### config.mk
export PLATFORM = sky130hd
export DESIGN_NAME = pciecfg_access
export DESIGN_NICKNAME = d
export VERILOG_FILES = /design/src/rtl/pciecfg_pkg.sv /design/src/rtl/pciecfg_access.sv
export SDC_FILE = /design/constraint.sdc
export NUM_CORES = 1
export LEC_CHECK = 0
export CAP_MARGIN = 0
export CORE_ASPECT_RATIO = 0.5
export CORE_MARGIN = 4
export CORE_UTILIZATION = 47
export CTS_CLUSTER_SIZE = 24
export DETAILED_ROUTE_END_ITERATION = 6
export PLACE_DENSITY = 0.86
export SYNTH_ARGS = -nofsm -noshare
export SYNTH_HDL_FRONTEND = slang
export SYNTH_SLANG_ARGS = --single-unit
### constraint.sdc
create_clock -name pcie_clk -period 4.5 [get_ports pcie_clk]
set_input_delay 0.9 -clock pcie_clk [delete_from_list [all_inputs] [get_ports pcie_clk]]
set_output_delay 0.9 -clock pcie_clk [all_outputs]
set_load 0.01 [all_outputs]
### src/rtl/pciecfg_pkg.sv
// Shared types for the PCIe configuration-space access engine.
package pciecfg_pkg;

    localparam int unsigned DWADDR_W = 10;
    localparam int unsigned TAG_W    = 8;
    localparam int unsigned DATA_W   = 32;
    localparam int unsigned BE_W     = 4;
    localparam int unsigned STATUS_W = 2;
    localparam int unsigned WAIT_W   = 8;
    localparam int unsigned STAT_W   = 16;

    // Request FIFO entry
    typedef struct packed {
        logic                is_write;
        logic [TAG_W-1:0]    tag;
        logic [DWADDR_W-1:0] dwaddr;
        logic [BE_W-1:0]     byte_en;
        logic [DATA_W-1:0]   data;
    } fifo_pciecfg_t;

    // Response FIFO entry
    typedef struct packed {
        logic                is_write;
        logic [TAG_W-1:0]    tag;
        logic [STATUS_W-1:0] status;
        logic [DATA_W-1:0]   data;
    } fifo_pciecfg_resp_t;

    localparam logic [STATUS_W-1:0] STATUS_OK      = 2'b00;
    localparam logic [STATUS_W-1:0] STATUS_TIMEOUT = 2'b01;

    typedef enum logic [1:0] {
        ST_IDLE,
        ST_FETCH,
        ST_ACCESS,
        ST_RESP
    } state_t;

endpackage

### src/rtl/pciecfg_access.sv
// Pops config requests from a FIFO, runs them against the PCIe core's
// cfg_mgmt port one at a time, and pushes a tagged response with status.
module pciecfg_access
    import pciecfg_pkg::*;
#(
    parameter int unsigned TIMEOUT_CYCLES = 255
) (
    input  logic                    pcie_clk,
    input  logic                    pcie_rst,
    input  logic                    fifo_pciecfg_o_empty,
    output logic                    fifo_pciecfg_o_rd_en,
    input  fifo_pciecfg_t           fifo_pciecfg_o_dout,
    output logic [DWADDR_W-1:0]     cfg_mgmt_dwaddr,
    output logic [DATA_W-1:0]       cfg_mgmt_di,
    output logic [BE_W-1:0]         cfg_mgmt_byte_en,
    output logic                    cfg_mgmt_rd_en,
    output logic                    cfg_mgmt_wr_en,
    output logic                    cfg_mgmt_wr_readonly,
    input  logic                    cfg_mgmt_rd_wr_done,
    input  logic [DATA_W-1:0]       cfg_mgmt_do,
    output logic                    fifo_pciecfg_resp_wr_en,
    output fifo_pciecfg_resp_t      fifo_pciecfg_resp_din,
    input  logic                    fifo_pciecfg_resp_full,
    output logic [STAT_W-1:0]       stat_timeout_cnt
);

    // Last wait-count value on which the strobe is still held
    localparam logic [WAIT_W-1:0] WAIT_LAST = WAIT_W'(TIMEOUT_CYCLES - 1);

    state_t             state;
    logic               req_is_write;
    logic [TAG_W-1:0]   req_tag;
    logic [WAIT_W-1:0]  wait_cnt;

    assign cfg_mgmt_wr_readonly = 1'b0;

    // Access sequencer: pop, fetch, strobe the core, then report
    always_ff @(posedge pcie_clk) begin
        if (pcie_rst) begin
            state                   <= ST_IDLE;
            fifo_pciecfg_o_rd_en    <= 1'b0;
            cfg_mgmt_rd_en          <= 1'b0;
            cfg_mgmt_wr_en          <= 1'b0;
            cfg_mgmt_dwaddr         <= '0;
            cfg_mgmt_di             <= '0;
            cfg_mgmt_byte_en        <= '0;
            fifo_pciecfg_resp_wr_en <= 1'b0;
            fifo_pciecfg_resp_din   <= '0;
            stat_timeout_cnt        <= '0;
            wait_cnt                <= '0;
            req_is_write            <= 1'b0;
            req_tag                 <= '0;
        end else begin
            fifo_pciecfg_o_rd_en    <= 1'b0;
            fifo_pciecfg_resp_wr_en <= 1'b0;
            case (state)
                ST_IDLE: begin
                    // The pop strobe occupies one IDLE cycle; data follows a cycle later
                    if (fifo_pciecfg_o_rd_en) begin
                        state <= ST_FETCH;
                    end else if (!fifo_pciecfg_o_empty && !fifo_pciecfg_resp_full) begin
                        fifo_pciecfg_o_rd_en <= 1'b1;
                    end
                end
                ST_FETCH: begin
                    req_is_write     <= fifo_pciecfg_o_dout.is_write;
                    req_tag          <= fifo_pciecfg_o_dout.tag;
                    cfg_mgmt_dwaddr  <= fifo_pciecfg_o_dout.dwaddr;
                    cfg_mgmt_di      <= fifo_pciecfg_o_dout.is_write ? fifo_pciecfg_o_dout.data : '0;
                    cfg_mgmt_byte_en <= fifo_pciecfg_o_dout.is_write ? fifo_pciecfg_o_dout.byte_en : '0;
                    cfg_mgmt_wr_en   <= fifo_pciecfg_o_dout.is_write;
                    cfg_mgmt_rd_en   <= !fifo_pciecfg_o_dout.is_write;
                    wait_cnt         <= '0;
                    state            <= ST_ACCESS;
                end
                ST_ACCESS: begin
                    if (cfg_mgmt_rd_wr_done) begin
                        cfg_mgmt_rd_en                 <= 1'b0;
                        cfg_mgmt_wr_en                 <= 1'b0;
                        fifo_pciecfg_resp_din.is_write <= req_is_write;
                        fifo_pciecfg_resp_din.tag      <= req_tag;
                        fifo_pciecfg_resp_din.status   <= STATUS_OK;
                        fifo_pciecfg_resp_din.data     <= req_is_write ? '0 : cfg_mgmt_do;
                        fifo_pciecfg_resp_wr_en        <= !fifo_pciecfg_resp_full;
                        state                          <= ST_RESP;
                    end else begin
                        if (wait_cnt != '1) begin
                            wait_cnt <= wait_cnt + WAIT_W'(1);
                        end
                        if (wait_cnt == WAIT_LAST) begin
                            cfg_mgmt_rd_en                 <= 1'b0;
                            cfg_mgmt_wr_en                 <= 1'b0;
                            fifo_pciecfg_resp_din.is_write <= req_is_write;
                            fifo_pciecfg_resp_din.tag      <= req_tag;
                            fifo_pciecfg_resp_din.status   <= STATUS_TIMEOUT;
                            fifo_pciecfg_resp_din.data     <= '0;
                            fifo_pciecfg_resp_wr_en        <= !fifo_pciecfg_resp_full;
                            if (stat_timeout_cnt != '1) begin
                                stat_timeout_cnt <= stat_timeout_cnt + STAT_W'(1);
                            end
                            state <= ST_RESP;
                        end
                    end
                end
                ST_RESP: begin
                    // A push in flight completes the access; otherwise retry when space frees
                    if (fifo_pciecfg_resp_wr_en) begin
                        state <= ST_IDLE;
                    end else if (!fifo_pciecfg_resp_full) begin
                        fifo_pciecfg_resp_wr_en <= 1'b1;
                    end
                end
                default: begin
                    state <= ST_IDLE;
                end
            endcase
        end
    end

endmodule

Word level (Yosys, flattened, before mapping)

Cells that the tools add are included.

Latch bits: 0
Output and inout bits: 110
Register bits after elaboration: 128
Logic and storage cells: 67
Bits in read-only memories: 0
Bits in writable memories: 0
Memories kept: 0

$mul: 0
Multiplexer cells: 23
$lt $le $gt $ge: 0
Bitwise gates (word level): 2
Shifts and indexed selects: 0
Add/subtract/negate cells: 2
Equality and inequality tests: 11
Reductions and logical operators: 13
Div/mod/pow operators: 0

Operator list:

| cell                                                 | number |
|---|---|
| two-way mux 43 bit                                   | 2 |
| two-way mux 32 bit                                   | 2 |
| adder 16 x 1 -> 16 bit (second input constant)       | 1 |
| two-way mux 8 bit                                    | 2 |
| != test 16 bit (second input constant)               | 1 |
| one-hot mux 8 bit (2 select lines)                   | 1 |
| adder 8 x 1 -> 8 bit (second input constant)         | 1 |
| equality test 8 bit (second input constant)          | 1 |
| two-way mux 2 bit                                    | 4 |
| != test 2 bit (second input constant)                | 4 |
| != test 8 bit (second input constant)                | 1 |
| one-hot mux 2 bit (4 select lines)                   | 1 |
| two-way mux 1 bit                                    | 7 |
| one-hot mux 1 bit (2 select lines)                   | 3 |
| AND reduction 3 bit                                  | 2 |
| equality test 2 bit (second input constant)          | 2 |
| two-way mux 4 bit                                    | 1 |
| AND reduction 2 bit                                  | 2 |
| AND reduction 4 bit                                  | 1 |
| nonzero test 2 bit                                   | 2 |
| logical NOT 1 bit                                    | 3 |
| != test 3 bit (second input constant)                | 1 |
| OR reduction 3 bit                                   | 1 |
| equality test 2 x 1 -> 1 bit (second input constant) | 1 |
| 3 further kinds                                      | 4 |

Longest topological paths before layout

Depth in word-level cells: 4
Depth in mapped cells: 8

Worst setup path before layout

OpenSTA, ideal clock, no wires.

Kind: input to register
From: input port cfg_mgmt_rd_wr_done
To: register stat_timeout_cnt[11]
Data arrival time: 2.198 ns
Buffers on the path: 1
Library setup time: 0.070 ns
Stages: 5
Slack: 2.232 ns
Data required time: 4.430 ns
Path through: nand4b_1 or4_4 buf_6 or4_1 a21oi_1

Cells in the longest elaborated chain, start to end: 2

RTL lines:

| item                                 | RTL line             | text |
|---|---|---|
| start, declared                      | pciecfg_access.sv:19 | `input logic cfg_mgmt_rd_wr_done,` |
| inverter 1 bit (no source line)      | -                    |  |
| AND reduction 4 bit (no source line) | -                    |  |
| end signal, assigned                 | pciecfg_access.sv:99 | `stat_timeout_cnt <= stat_timeout_cnt + STAT_W'(1);` |
| end, declared                        | pciecfg_access.sv:24 | `output logic [STAT_W-1:0] stat_timeout_cnt` |

Every way passes these cells.
A chain may end at the register's enable or synchronous reset.

Worst setup path after layout

From: register state[0]
To: register stat_timeout_cnt[4]

Cells in the longest elaborated chain, start to end: 2

RTL lines:

| item                                 | RTL line             | text |
|---|---|---|
| start, declared                      | pciecfg_access.sv:30 | `state_t state;` |
| start signal, assigned               | pciecfg_access.sv:40 | `state <= ST_IDLE;` |
| start signal, assigned               | pciecfg_access.sv:60 | `state <= ST_FETCH;` |
| start signal, assigned               | pciecfg_access.sv:74 | `state <= ST_ACCESS;` |
| equality test 2 bit                  | pciecfg_access.sv:56 | `case (state)` |
| AND reduction 4 bit (no source line) | -                    |  |

Every way passes these cells.

==> impl_metrics.csv <==
group,metric,value,unit
die,initial_core_util,48.6,%
finish,final_common_cell,"clkdlybuf4s50_1",
sta,max_freq,372,MHz
clock_tree,clock-root-buffer,"clkbuf_16",
finish,fin_area,0.00765,mm²
detailed_routing,vias_per_cell,5.48,
placement,io_buffer_count,199,
sta,tns,0,ns
detailed_routing,drtIter0Drc,220,
clock_tree,clkSinkCount,127,
logic_synthesis,synth_cells,572,
critical_path,path_class,"reg -> reg",
global_route,gr-total-overflow,0,
sta,drv_slew,0,
detailed_routing,top_layer_used,"met4",
clock_tree,cts_tree,"yes",
die,pin_count,202,
pwr,p_sw,0.000963,W
critical_path,start_kind,"flip-flop",
detailed_routing,wl_met1,6.08,mm
status,status,"completed",
global_route,grt_pass1_vias,4850,
finish,diodes,0,
clock_tree,cts_buffer_depth,2,
pwr,swShare,27.6,%
sta,period_share,59.8,%
clock_tree,holdBufCountCts,0,
logic_synthesis,yosysUniqueCellTypes,46,
pwr,seqPwrFrac,37.2,%
sta,setup_violations,0,
global_route,grt_max_degree,98,
detailed_routing,dr_wl_met3,1.02,mm
detailed_routing,wl_met2,7.60,mm
detailed_routing,dr.pass1.iters,5,
finish,drive_above_1_share,6.31,%
global_route,grt_pass1_wl,23.5,mm
flow_run,cap_violations,0,
placement,dpl-instance-area,0.00703,mm²
detailed_routing,drc,0,
logic_synthesis,synth-main-ff-cell,"dfxtp_1",
logic_synthesis,netlist_area,0.00501,mm²
global_route,antenna_found_initial,0,
placement,place.gp.congestion,0.825,
pwr,leakagePower,2.61,nW
pwr,pwr-share-comb,21.8,%
clock_tree,clkLatencyLatePin,0.40,ns
pwr,p_int,0.00253,W
die,fp-row-count,26,
logic_synthesis,synth_area_per_cell,8.76,µm²
finish,nFillCells,713,
clock_tree,cts_buffers,17,
finish,final_cell_mix,"clkdlybuf4s50_1 (198), dfxtp_1 (127), a21oi_1 (64), nor2_1 (61), o21ai_0 (50)",
sta,worst_slew_pin_slew,1.19,ns
clock_tree,postCtsSetupRepairBufs,0,
min_path,hp-class,"reg -> reg",
finish,syn_to_final_growth,52.7,%
clock_tree,post_cts_resized,0,
sta,fin_ws,1.81,ns
logic_synthesis,yosysSeqAreaShare,50.8,%
global_route,groute.usage.overall,23.0,%
detailed_routing,vias,4940,
logic_synthesis,synth_edf_count,0,
logic_synthesis,async_flop_share,0,%
clock_tree,clk_pin_slew,0.06,ns
sta,rsz0062_at_grt,"false",
die,core_area,0.0103,mm²
critical_path,path_max_fanout,19,
finish,nNetsFinal,848,
pwr,clkPwrFrac,41.0,%
logic_synthesis,synth_warnings,0,
die,die_x,154,µm
clock_tree,htree_levels,4,
detailed_routing,wire_per_inst,16.7,µm
sta,hold_violations,0,
detailed_routing,final_antenna_net_count,0,
pwr,vdd_drop_max,0.000291,V
critical_path,endpoint_kind,"flip-flop",
critical_path,cp.required,4.82,ns
logic_synthesis,ys_seq_elements,127,
sta,maxSlewHeadroom,20.6,%
critical_path,critPathArrivalTime,3.01,ns
pwr,powerDensity,456,mW/mm²
placement,dp_hpwl,10.2,mm
placement,pre_cts_slack,1.52,ns
sta,post-route-min-period,2.69,ns
die,dieArea,0.0125,mm²
die,die_y,81.0,µm
detailed_routing,totalWireLength,15.0,mm
sta,clock_skew,0.00629,ns
synthesized netlist by cell type, types with 3 or more instances:
cell type  number  share of area, %
and2_1          3              0.37
mux2i_1        18               3.6
o31ai_1        10               1.5
clkbuf_1       40               3.0
nand4_1         6              0.75
or3_1           6              0.75
or4_1          10               1.5
buf_1           4              0.30
nand2_1        43               3.2
ha_1            8               2.0
a21oi_1        65               6.5
a211oi_1        4              0.60
a22oi_1        36               5.4
nand2b_1        3              0.37
a21o_1          3              0.45
nor2_1         62               4.6
nor3_1          5              0.50
inv_1           9              0.67
and3_1          3              0.37
and4_1          4              0.70
o21ai_0        50               5.0
dfxtp_1       127                51
nand3_1        23               2.3
nor4_1          3              0.37
worst paths after layout:
path / cells after the start / slack, ns / from / end
worst min register to register: 2 / 0.47 / req_tag[5] / fifo_pciecfg_resp_din[39]
worst min-delay path: 2 / 0.47 / req_tag[5] / fifo_pciecfg_resp_din[39]
worst max-delay path: 6 / 1.81 / state[0] / stat_timeout_cnt[4]
worst max register to register: 6 / 1.81 / state[0] / stat_timeout_cnt[4]
through the flow:
step / util [%] / cells / hold WS (ns) / total power (W)
global route: 74.2 / 901 / 0.489 / 0.00363
floorplan: - / 573 / 0.443 / 0.00173
detailed placement: 68.1 / 869 / 0.459 / 0.00208
global placement: 68.1 / 869 / 0.454 / 0.00206
finish: 74.2 / 901 / 0.472 / 0.00349
CTS: 74.2 / 901 / 0.476 / 0.00352
area by class of cell:
cell class	count	area, µm²	share of cell area, %
Timing Repair Buffer	205	2030	26.6
Tap cell	140	175	2.29
Inverter	9	33.8	0.442
Multi-Input combinational cell	388	2240	29.3
Clock inverter	15	195	2.55
Sequential cell	127	2540	33.2
Clock buffer	17	425	5.56
flip-flops by register name, indices dropped and copies added, names as in the netlist, 2 cells and up:
register and flops:
cfg_mgmt_dwaddr 10, fifo_pciecfg_resp_din 42, stat_timeout_cnt 16, req_tag 8, wait_cnt 8, state 2, cfg_mgmt_byte_en 4, cfg_mgmt_di 32
worst max-delay path, stage by stage (launching register included):
cell and delay, ns:
dfxtp_1 0.34, inv_1 0.11, ha_1 0.62, nor2b_1 0.35
nand3_1 0.39, or4_1 0.61, a21oi_1 0.18
power by group through the flow:
| stage | registers (W) | clock network, W | logic [W] |
|---|---|---|---|
| 2_1_floorplan | 0.00135 | 0 | 0.000372 |
| 3_3_place_gp | 0.00131 | 0 | 0.000747 |
| 3_5_place_dp | 0.00132 | 0 | 0.000756 |
| 4_1_cts | 0.00130 | 0.00145 | 0.000764 |
| 5_1_grt | 0.00131 | 0.00150 | 0.000824 |
| 6_report | 0.00130 | 0.00143 | 0.000761 |
kinds of logic (layout without fill, tap and decap cells):
group / after synthesis / in the layout / synth area share (%)
other cells: 1 / 2 / 0.0749
compound gates: 177 / 177 / 20.9
xor+xnor: 1 / 1 / 0.175
simple gates: 181 / 181 / 17.6
mux: 19 / 19 / 3.82
fa+ha+maj: 8 / 8 / 2.00
buf+inv: 58 / 246 / 4.70
flops: 127 / 127 / 50.8
layer usage:
layer,vias to the layer above,GRT usage [%]
met5,-,0
met2,167,41.0
li1,2390,-
met3,28,7.40
met4,0,8.99
met1,2355,26.2
Power figures use the tool's default switching activity.
